$ cat config.mk
export PLATFORM = sky130hd
export DESIGN_NAME = esc_ping_sched
export DESIGN_NICKNAME = d
export VERILOG_FILES = /design/src/rtl/esc_ping_pkg.sv /design/src/rtl/esc_ping_sched.sv
export SDC_FILE = /design/constraint.sdc
export NUM_CORES = 1
export LEC_CHECK = 0
export CAP_MARGIN = 30
export CELL_PAD_IN_SITES_DETAIL_PLACEMENT = 1
export CELL_PAD_IN_SITES_GLOBAL_PLACEMENT = 1
export CORE_MARGIN = 2
export CORE_UTILIZATION = 35
export DETAILED_ROUTE_END_ITERATION = 12
export DONT_BUFFER_PORTS = 1
export GPL_TIMING_DRIVEN = 0
export PLACE_DENSITY_LB_ADDON = 0.1
export SYNTH_ARGS = -nofsm -noshare
export SYNTH_HDL_FRONTEND = slang
export SYNTH_SLANG_ARGS = --single-unit
$ cat constraint.sdc
create_clock -name clk_i -period 4.25 [get_ports clk_i]
set_input_delay 0.85 -clock clk_i [delete_from_list [all_inputs] [get_ports clk_i]]
set_output_delay 0.85 -clock clk_i [all_outputs]
set_load 0.005 [all_outputs]
$ cat src/rtl/esc_ping_pkg.sv
// Shared types, defaults and round-robin index selection for the escalation ping scheduler.
// Combinational helpers only; no state and no flow control.
package esc_ping_pkg;

  localparam int NumEscDefault = 4;
  localparam int CntWDefault   = 16;
  localparam int MaxEsc        = 32;
  localparam int MaxEscW       = 5;

  typedef enum logic [1:0] {
    Idle,
    Wait,
    Ping
  } state_e;

  // First set bit of mask strictly after 'last', wrapping n-1 to 0; returns 'last' if mask is empty.
  function automatic logic [MaxEscW-1:0] rr_next(input logic [MaxEsc-1:0] mask,
                                                 input int               last,
                                                 input int               n);
    logic               found;
    logic [MaxEscW-1:0] cand;
    rr_next = MaxEscW'(last);
    found   = 1'b0;
    for (int k = 1; k <= MaxEsc; k++) begin
      cand = MaxEscW'((last + k) % n);
      if (k <= n && !found && mask[cand]) begin
        rr_next = cand;
        found   = 1'b1;
      end
    end
  endfunction

endpackage

$ cat src/rtl/esc_ping_sched.sv
// Round-robin ping scheduler: waits wait_cyc_i+1 cycles, then pings one sender for up to timeout_cyc_i+1 cycles.
// ping_en_o comes from registered state only; ping_fail_o pulses in the final window cycle when no ack arrives.
module esc_ping_sched
  import esc_ping_pkg::*;
#(
  parameter int NumEsc = NumEscDefault,
  parameter int CntW   = CntWDefault
) (
  input  logic              clk_i,
  input  logic              rst_ni,
  input  logic              en_i,
  input  logic [NumEsc-1:0] chan_en_i,
  input  logic [CntW-1:0]   wait_cyc_i,
  input  logic [CntW-1:0]   timeout_cyc_i,
  output logic [NumEsc-1:0] ping_en_o,
  input  logic [NumEsc-1:0] ping_ok_i,
  output logic [NumEsc-1:0] ping_fail_o
);

  localparam int IdxW = (NumEsc > 1) ? $clog2(NumEsc) : 1;

  state_e            state_q, state_d;
  logic [CntW-1:0]   cnt_q, cnt_d;
  logic [IdxW-1:0]   idx_q, idx_d;
  logic [IdxW-1:0]   last_q, last_d;
  logic              active;
  logic              ack;

  assign active = en_i && (|chan_en_i);
  assign ack    = ping_ok_i[idx_q];

  always_ff @(posedge clk_i or negedge rst_ni) begin
    if (!rst_ni) begin
      state_q <= Idle;
      cnt_q   <= '0;
      idx_q   <= '0;
      last_q  <= IdxW'(NumEsc - 1);
    end else begin
      state_q <= state_d;
      cnt_q   <= cnt_d;
      idx_q   <= idx_d;
      last_q  <= last_d;
    end
  end

  always_comb begin
    state_d     = state_q;
    cnt_d       = cnt_q;
    idx_d       = idx_q;
    last_d      = last_q;
    ping_fail_o = '0;
    unique case (state_q)
      Idle: begin
        if (active) begin
          state_d = Wait;
          cnt_d   = wait_cyc_i;
        end
      end
      Wait: begin
        if (!active) begin
          state_d = Idle;
          cnt_d   = '0;
        end else if (cnt_q == '0) begin
          idx_d   = IdxW'(rr_next(MaxEsc'(chan_en_i), int'(last_q), NumEsc));
          state_d = Ping;
          cnt_d   = timeout_cyc_i;
        end else begin
          cnt_d = cnt_q - 1'b1;
        end
      end
      Ping: begin
        // An abort outranks both ack and timeout: nothing is recorded and no pulse is raised.
        if (!active) begin
          state_d = Idle;
          cnt_d   = '0;
        end else if (ack) begin
          last_d  = idx_q;
          state_d = Wait;
          cnt_d   = wait_cyc_i;
        end else if (cnt_q == '0) begin
          ping_fail_o[idx_q] = 1'b1;
          last_d  = idx_q;
          state_d = Wait;
          cnt_d   = wait_cyc_i;
        end else begin
          cnt_d = cnt_q - 1'b1;
        end
      end
      default: begin
        state_d = Idle;
        cnt_d   = '0;
      end
    endcase
  end

  always_comb begin
    ping_en_o = '0;
    for (int i = 0; i < NumEsc; i++) begin
      ping_en_o[i] = (state_q == Ping) && (idx_q == IdxW'(i));
    end
  end

endmodule

==> flow_summary.ini, run 1 <==
[outcome]
status = completed

[synthesis]
syn_inst = 198
synth_cell_types = 54
synth-edff-count = 0
async_reset_ff_share_pct = 100
synth_area_sq_mm = 0.00172
yosysSeqAreaShare_pct = 32.1
synth_ff_type = dfrtp_1
synth.top_cell.area_share_pct = 29.0
synthTopCellsByArea = dfrtp_1 (29%), nand2_1 (6.3%), mux2_2 (3.9%)
synth_area_per_cell_sq_um = 8.70
synth_fp_nets = 243
ys_ff_latch = 22
yosysWarnings = 0
post-synth-top-area-cell = dfrtp_1

[power]
p_per_area_mw_per_mm2 = 372
internal-power_uw = 438
pwr-share-clk_pct = 22.6
power_frac_seq_pct = 40.2
comb_power_share_pct = 37.3
power_leakage_nw = 0.715
switching_share_pct = 36.9
finalPower_uw = 695
p_switching_uw = 257
ir_worst_vdd_mv = 0.152

[timing]
max_clock_freq_mhz = 323
finalWorstSetupSlack_ns = 1.16
holdWs_ns = 0.263
setup_tns_ns = 0
setup_violations = 0
final.min_clock_period_ns = 3.09
final_hold_viol_count = 0
drv_slew = 0
fin_skew_ns = 0.00851
worst_pin_slew_ns = 0.772
fin_crit_sh_pct = 72.8
grt_setup_unrepaired = no
relSlewSlack_pct = 48.0

[worst_setup_path]
path_cells = inv_1, ha_1, nor4b_1, and4_2, buf_4, nand3b_1, nor3_1
worstSetupEndpointType = output port
required_ns = 3.40
crit_type = reg -> out
cp_slowest_cell = dfrtp_1
cpPeakStageDelay_ns = 0.44
worst-path-buf-inv = 2
critPathLaunchType = flop
crit_arrival_ns = 2.24
crit_fanout = 10
critPathTopFamily = simple AND/OR/NAND/NOR gates

[drt]
vias_per_cell = 5.86
ant_nets = 0
routed_wl_um = 5280
drc = 0
first_iter_violations = 114
post_drt_wl_per_cell_um = 19.6
via_count = 1582
dr.pass1.iters = 5

[die]
rows = 25
die_area_sq_mm = 0.00550
io_pins = 51
start_util_pct = 36.5
die_h_um = 74.2
core_sq_mm = 0.00472
die_w_um = 74.2

[clock_tree]
post-cts-setup-buffer-count = 0
cts.clk_slew.worst_paths_ns = 0.09
cts_tree = built
h-tree-depth = 1
numCtsBuffers = 3
cts_buffer_depth = 2
cts.repair.resized = 0
clock_latency_ns = 0.27
clock_sinks = 22
root_buffer = clkbuf_8
holdBufCountCts = 0

[placement]
pre_cts_ws_ns = 1.47
post_dp_cell_area_sq_mm = 0.00181
port_buffers = 0
place.detailed.instances = 265
finalWeightedCongestion = 0.816
hpwl_um = 3890

[finish]
drive_gt1_share_pct = 15.8
instances_no_fill = 270
diodes = 0
fin_util_pct = 39.6
areaGrowthSynthToFinish_pct = 8.50
nets = 249
finalInstanceArea_sq_mm = 0.00187
fill_cells = 577

[worst_hold_path]
hp-class = in -> async

[grt]
grt_start_max_net_pins = 23
grt_overflow = 0
antenna_found_initial = 0
grt_pass1_wl_um = 8570
grt_pass1_vias = 1722
grt_use_total_pct = 20.2

[run]
drv_cap = 0
## worst register-to-register path, delay by kind of cell (launching register included)
family,cells,cell delay (ns)
AOI/OAI and AO/OA,2,0.35
adders and majority gates,1,0.23
buffers and inverters,2,0.61
DFF,1,0.44
and+or+nand+nor,3,0.68
## final cells by class
class	instances	area, sq um	area share (%)
Clock buffer	4	55.1	2.95
Inverter	4	15.0	0.803
Timing Repair Buffer	1	7.51	0.402
Multi-Input combinational cell	159	1090	58.2
Buffer	13	66.3	3.55
Sequential cell	22	553	29.6
Tap cell	67	83.8	4.48
## layer usage
layer	wire length, um	global-route usage (%)	vias up	share of wire (%)
li1	-	-	755	-
met1	2490	29.0	788	47
met2	2520	32.9	37	48
met3	260	3.52	2	4.9
met4	14	2.42	0	0.27
met5	0	0	-	0
## synth_stat cells (2+ instances only)
| cell type | count |
|---|---|
| nor3_1 | 7 |
| ha_1 | 2 |
| clkbuf_2 | 2 |
| mux2i_1 | 4 |
| xor2_1 | 3 |
| clkbuf_1 | 6 |
| a21oi_1 | 7 |
| nor2_1 | 16 |
| a221o_1 | 3 |
| a222oi_1 | 5 |
| o211ai_1 | 3 |
| a31oi_1 | 2 |
| dfstp_2 | 2 |
| xnor2_1 | 7 |
| a22oi_1 | 4 |
| o21ai_0 | 5 |
| nor4_1 | 6 |
| nand4_1 | 3 |
| o21a_1 | 2 |
| inv_1 | 4 |
| o31ai_1 | 2 |
| nand2_1 | 29 |
| nor2b_1 | 3 |
| buf_2 | 3 |
| nor4b_1 | 2 |
| mux2_2 | 6 |
| nand3b_1 | 3 |
| nand4b_1 | 4 |
| nand3_1 | 7 |
| nand2b_1 | 3 |
| dfrtp_1 | 20 |
## power groups by stage
stage | registers, mW | clock network (mW) | logic (mW)
5_1_grt | 0.285 | 0.169 | 0.288
6_report | 0.279 | 0.157 | 0.259
4_1_cts | 0.279 | 0.162 | 0.257
2_1_floorplan | 0.273 | 0 | 0.205
3_5_place_dp | 0.283 | 0 | 0.256
3_3_place_gp | 0.281 | 0 | 0.247
## cells by family (layout without fill, tap and decap cells)
| family | Yosys count | after routing | synth area share, % |
|---|---|---|---|
| buffers and inverters | 17 | 22 | 4.72 |
| AND/OR/NAND/NOR | 92 | 92 | 29.0 |
| AO/OA/AOI/OAI | 44 | 44 | 20.0 |
| flip-flops | 22 | 22 | 32.1 |
| adder cells (fa/ha/maj) | 2 | 2 | 1.45 |
| multiplexers | 11 | 11 | 7.55 |
| XOR/XNOR | 10 | 10 | 5.08 |
## sequential cells by signal (all words and copies together) (netlist names)
name,count
cnt_q,16
idx_q,2
last_q,2
state_q,2
## cells in the final DEF (no fill, tap or decap), types with 5 or more instances in the layout
cell / count
nand2_1: 29
dfrtp_1: 20
nor2_1: 16
nor3_1: 7
xnor2_1: 7
a21oi_1: 7
nand3_1: 7
nor4_1: 6
clkbuf_1: 6
mux2_2: 6
o21ai_0: 5
a222oi_1: 5
## final timing paths
path                                       start                    end  slack, ns  depth (start not counted)
max in group asynchronous                 rst_ni  last_q[1]$_DFFE_PN1P_       3.80                          0
min                                       rst_ni   cnt_q[8]$_DFFE_PN0P_       0.26                          0
max                         cnt_q[0]$_DFFE_PN0P_         ping_fail_o[2]       1.16                          7
min in group clk_i         cnt_q[13]$_DFFE_PN0P_  cnt_q[13]$_DFFE_PN0P_       0.57                          2
min reg2reg                cnt_q[13]$_DFFE_PN0P_  cnt_q[13]$_DFFE_PN0P_       0.57                          2
max reg2reg                 cnt_q[0]$_DFFE_PN0P_   cnt_q[7]$_DFFE_PN0P_       1.86                          8
Note: power is estimated with default switching activity, not from simulation.
==> run 2: changes to the inputs <==
==> constraint.sdc (replaced) <==
create_clock -name clk_i -period 3.06 [get_ports clk_i]
set_input_delay 0.612 -clock clk_i [delete_from_list [all_inputs] [get_ports clk_i]]
set_output_delay 0.612 -clock clk_i [all_outputs]
set_load 0.005 [all_outputs]
==> results of run 2 <==
The final DEF is identical to that of run 1. Status: completed.
Main changes from that run: setup slack after placement 1.47 ns -> 0.546 ns; setup slack after layout 1.16 ns -> 0.205 ns; hold slack 0.263 ns -> 0.0250 ns; register-to-register setup slack 1.86 ns -> 0.67 ns; total power 0.695 mW -> 0.965 mW; worst IR drop on VDD 0.152 mV -> 0.211 mV
==> run 3: changes to the inputs <==
--- a/config.mk
+++ b/config.mk
@@ -13,6 +13,7 @@
 export DETAILED_ROUTE_END_ITERATION = 12
 export DONT_BUFFER_PORTS = 1
 export GPL_TIMING_DRIVEN = 0
+export MAX_ROUTING_LAYER = met4
 export PLACE_DENSITY_LB_ADDON = 0.1
 export SYNTH_ARGS = -nofsm -noshare
 export SYNTH_HDL_FRONTEND = slang
==> constraint.sdc (replaced) <==
create_clock -name clk_i -period 2.47 [get_ports clk_i]
set_input_delay 0.494 -clock clk_i [delete_from_list [all_inputs] [get_ports clk_i]]
set_output_delay 0.494 -clock clk_i [all_outputs]
set_load 0.005 [all_outputs]
==> flow_summary.ini, run 3 (synthesis gave the netlist of run 1 again) <==
[worst_setup_path]
critPathTopFamily = simple AND/OR/NAND/NOR gates
cp_slowest_cell = dfrtp_1
crit_type = reg -> out
crit_fanout = 4
cpPeakStageDelay_ns = 0.42
path_cells = inv_2, ha_4, nor4b_4, and4_4, buf_6, nand3b_1, nor3_2
crit_arrival_ns = 1.90
critPathLaunchType = flop
worstSetupEndpointType = output port
worst-path-buf-inv = 2
required_ns = 1.98

[run]
drv_cap = 0

[clock_tree]
h-tree-depth = 1
cts_tree = built
numCtsBuffers = 3
cts_buffer_depth = 2
root_buffer = clkbuf_8
clock_latency_ns = 0.27
cts.clk_slew.worst_paths_ns = 0.10
clock_sinks = 22

[placement]
post_dp_cell_area_sq_mm = 0.00181
hpwl_um = 3890
port_buffers = 0
pre_cts_ws_ns = 0.0735
finalWeightedCongestion = 0.829
place.detailed.instances = 265

[finish]
multiInputGateArea_sq_mm = 0.00116
final_cell_mix = nand2_1 (29), dfrtp_1 (20), nor2_1 (16)
finalInstanceArea_sq_mm = 0.00201
largest_reg_flops = 16
instances_no_fill = 278
diodes = 0
fill_cells = 569
largest-register = cnt_q
final-seq-area_sq_um = 553
drive_gt1_share_pct = 22.7
nets = 257
final_common_cell = nand2_1
areaGrowthSynthToFinish_pct = 16.9

[die]
start_util_pct = 36.5
die_area_sq_mm = 0.00550
die_w_um = 74.2
io_pins = 51
rows = 25
die_h_um = 74.2
core_sq_mm = 0.00472

[grt]
antenna_found_initial = 0
grt_start_max_net_pins = 21
grt_use_total_pct = 21.6
grt_use_met1_pct = 28.8
use_met2_pct = 34.2
top_usage_layer = met2
grt_pass1_wl_um = 8830
grt_pass1_vias = 1770
use_met3_pct = 4.61
grt_overflow = 0

[timing]
fin_skew_ns = 0.0127
setup_violations = 0
relSlewSlack_pct = 46.3
worst_pin_slew_ns = 0.798
max_clock_freq_mhz = 418
setup_tns_ns = 0
finalWorstSetupSlack_ns = 0.0758
drv_slew = 0
fin_crit_sh_pct = 96.9
final.min_clock_period_ns = 2.39
final_hold_viol_count = 0

[drt]
drc = 0
routed_wl_um = 5590
dr.pass1.iters = 5
post_drt_wl_per_cell_um = 20.1
vias_per_cell = 5.99
first_iter_violations = 107
via_count = 1664
ant_nets = 0

[power]
ir_worst_vdd_mv = 0.274
finalPower_mw = 1.28
power_leakage_nw = 0.772
p_per_area_mw_per_mm2 = 636

[worst_hold_path]
hp-class = in -> async

[outcome]
status = completed
run 3: final cells by class:
type | instances | share of cell area [%]
Inverter | 4 | 0.745
Buffer | 13 | 3.48
Clock buffer | 4 | 2.73
Timing Repair Buffer | 9 | 3.85
Tap cell | 67 | 4.16
Sequential cell | 22 | 27.5
Multi-Input combinational cell | 159 | 57.6
run 3: power breakdown:
part	leakage [nW]	internal, mW	total (mW)	switching, mW
logic	0.464	0.237	0.511	0.274
clock network	0.0288	0.143	0.278	0.135
registers	0.280	0.414	0.492	0.0775
total	0.772	0.794	1.28	0.487
run 3: worst register-to-register path, cell delays in order (launching register included):
cell and delay [ns]:
dfrtp_1 0.35, buf_6 0.13, mux4_2 0.56, o21a_1 0.25, nor3_2 0.56, o21ai_0 0.26
nand3_1 0.14
run 3: metrics by stage:
stage                     hold WS (ns)  util, %
after floorplan                  0.198        -
after global placement           0.199     38.3
after detailed placement         0.199     38.3
after CTS                       0.0569     41.0
after global routing            0.0483     42.6
final                           0.0628     42.6
run 3: path summary, 6_finish.rpt:
check	start	end	slack, ns	cells after the start
hold / removal	rst_ni	last_q[1]$_DFFE_PN1P_	0.06	0
hold reg to reg	cnt_q[13]$_DFFE_PN0P_	cnt_q[13]$_DFFE_PN0P_	0.65	2
max in group asynchronous	rst_ni	idx_q[0]$_DFFE_PN0P_	1.60	2
setup / recovery	cnt_q[0]$_DFFE_PN0P_	ping_fail_o[2]	0.08	7
setup reg to reg	idx_q[0]$_DFFE_PN0P_	cnt_q[14]$_DFFE_PN0P_	0.18	6
min in group clk_i	wait_cyc_i[8]	cnt_q[8]$_DFFE_PN0P_	0.32	2
run 3: routing by layer:
metal | vias up | routed length [um]
met2 | 47 | 2700
met5 | - | 0
met3 | 6 | 291
li1 | 772 | -
met4 | 0 | 37
met1 | 839 | 2570
run 3: timing repair:
action | CTS | global route
pin swaps | 3 | 2
setup endpoints to repair | 4 | 12
setup buffers | 5 | 1
endpoints found under the hold margin | 20 | 0
hold buffers | 1 | 0
resized for setup | 6 | 9
cloned | 0 | 0
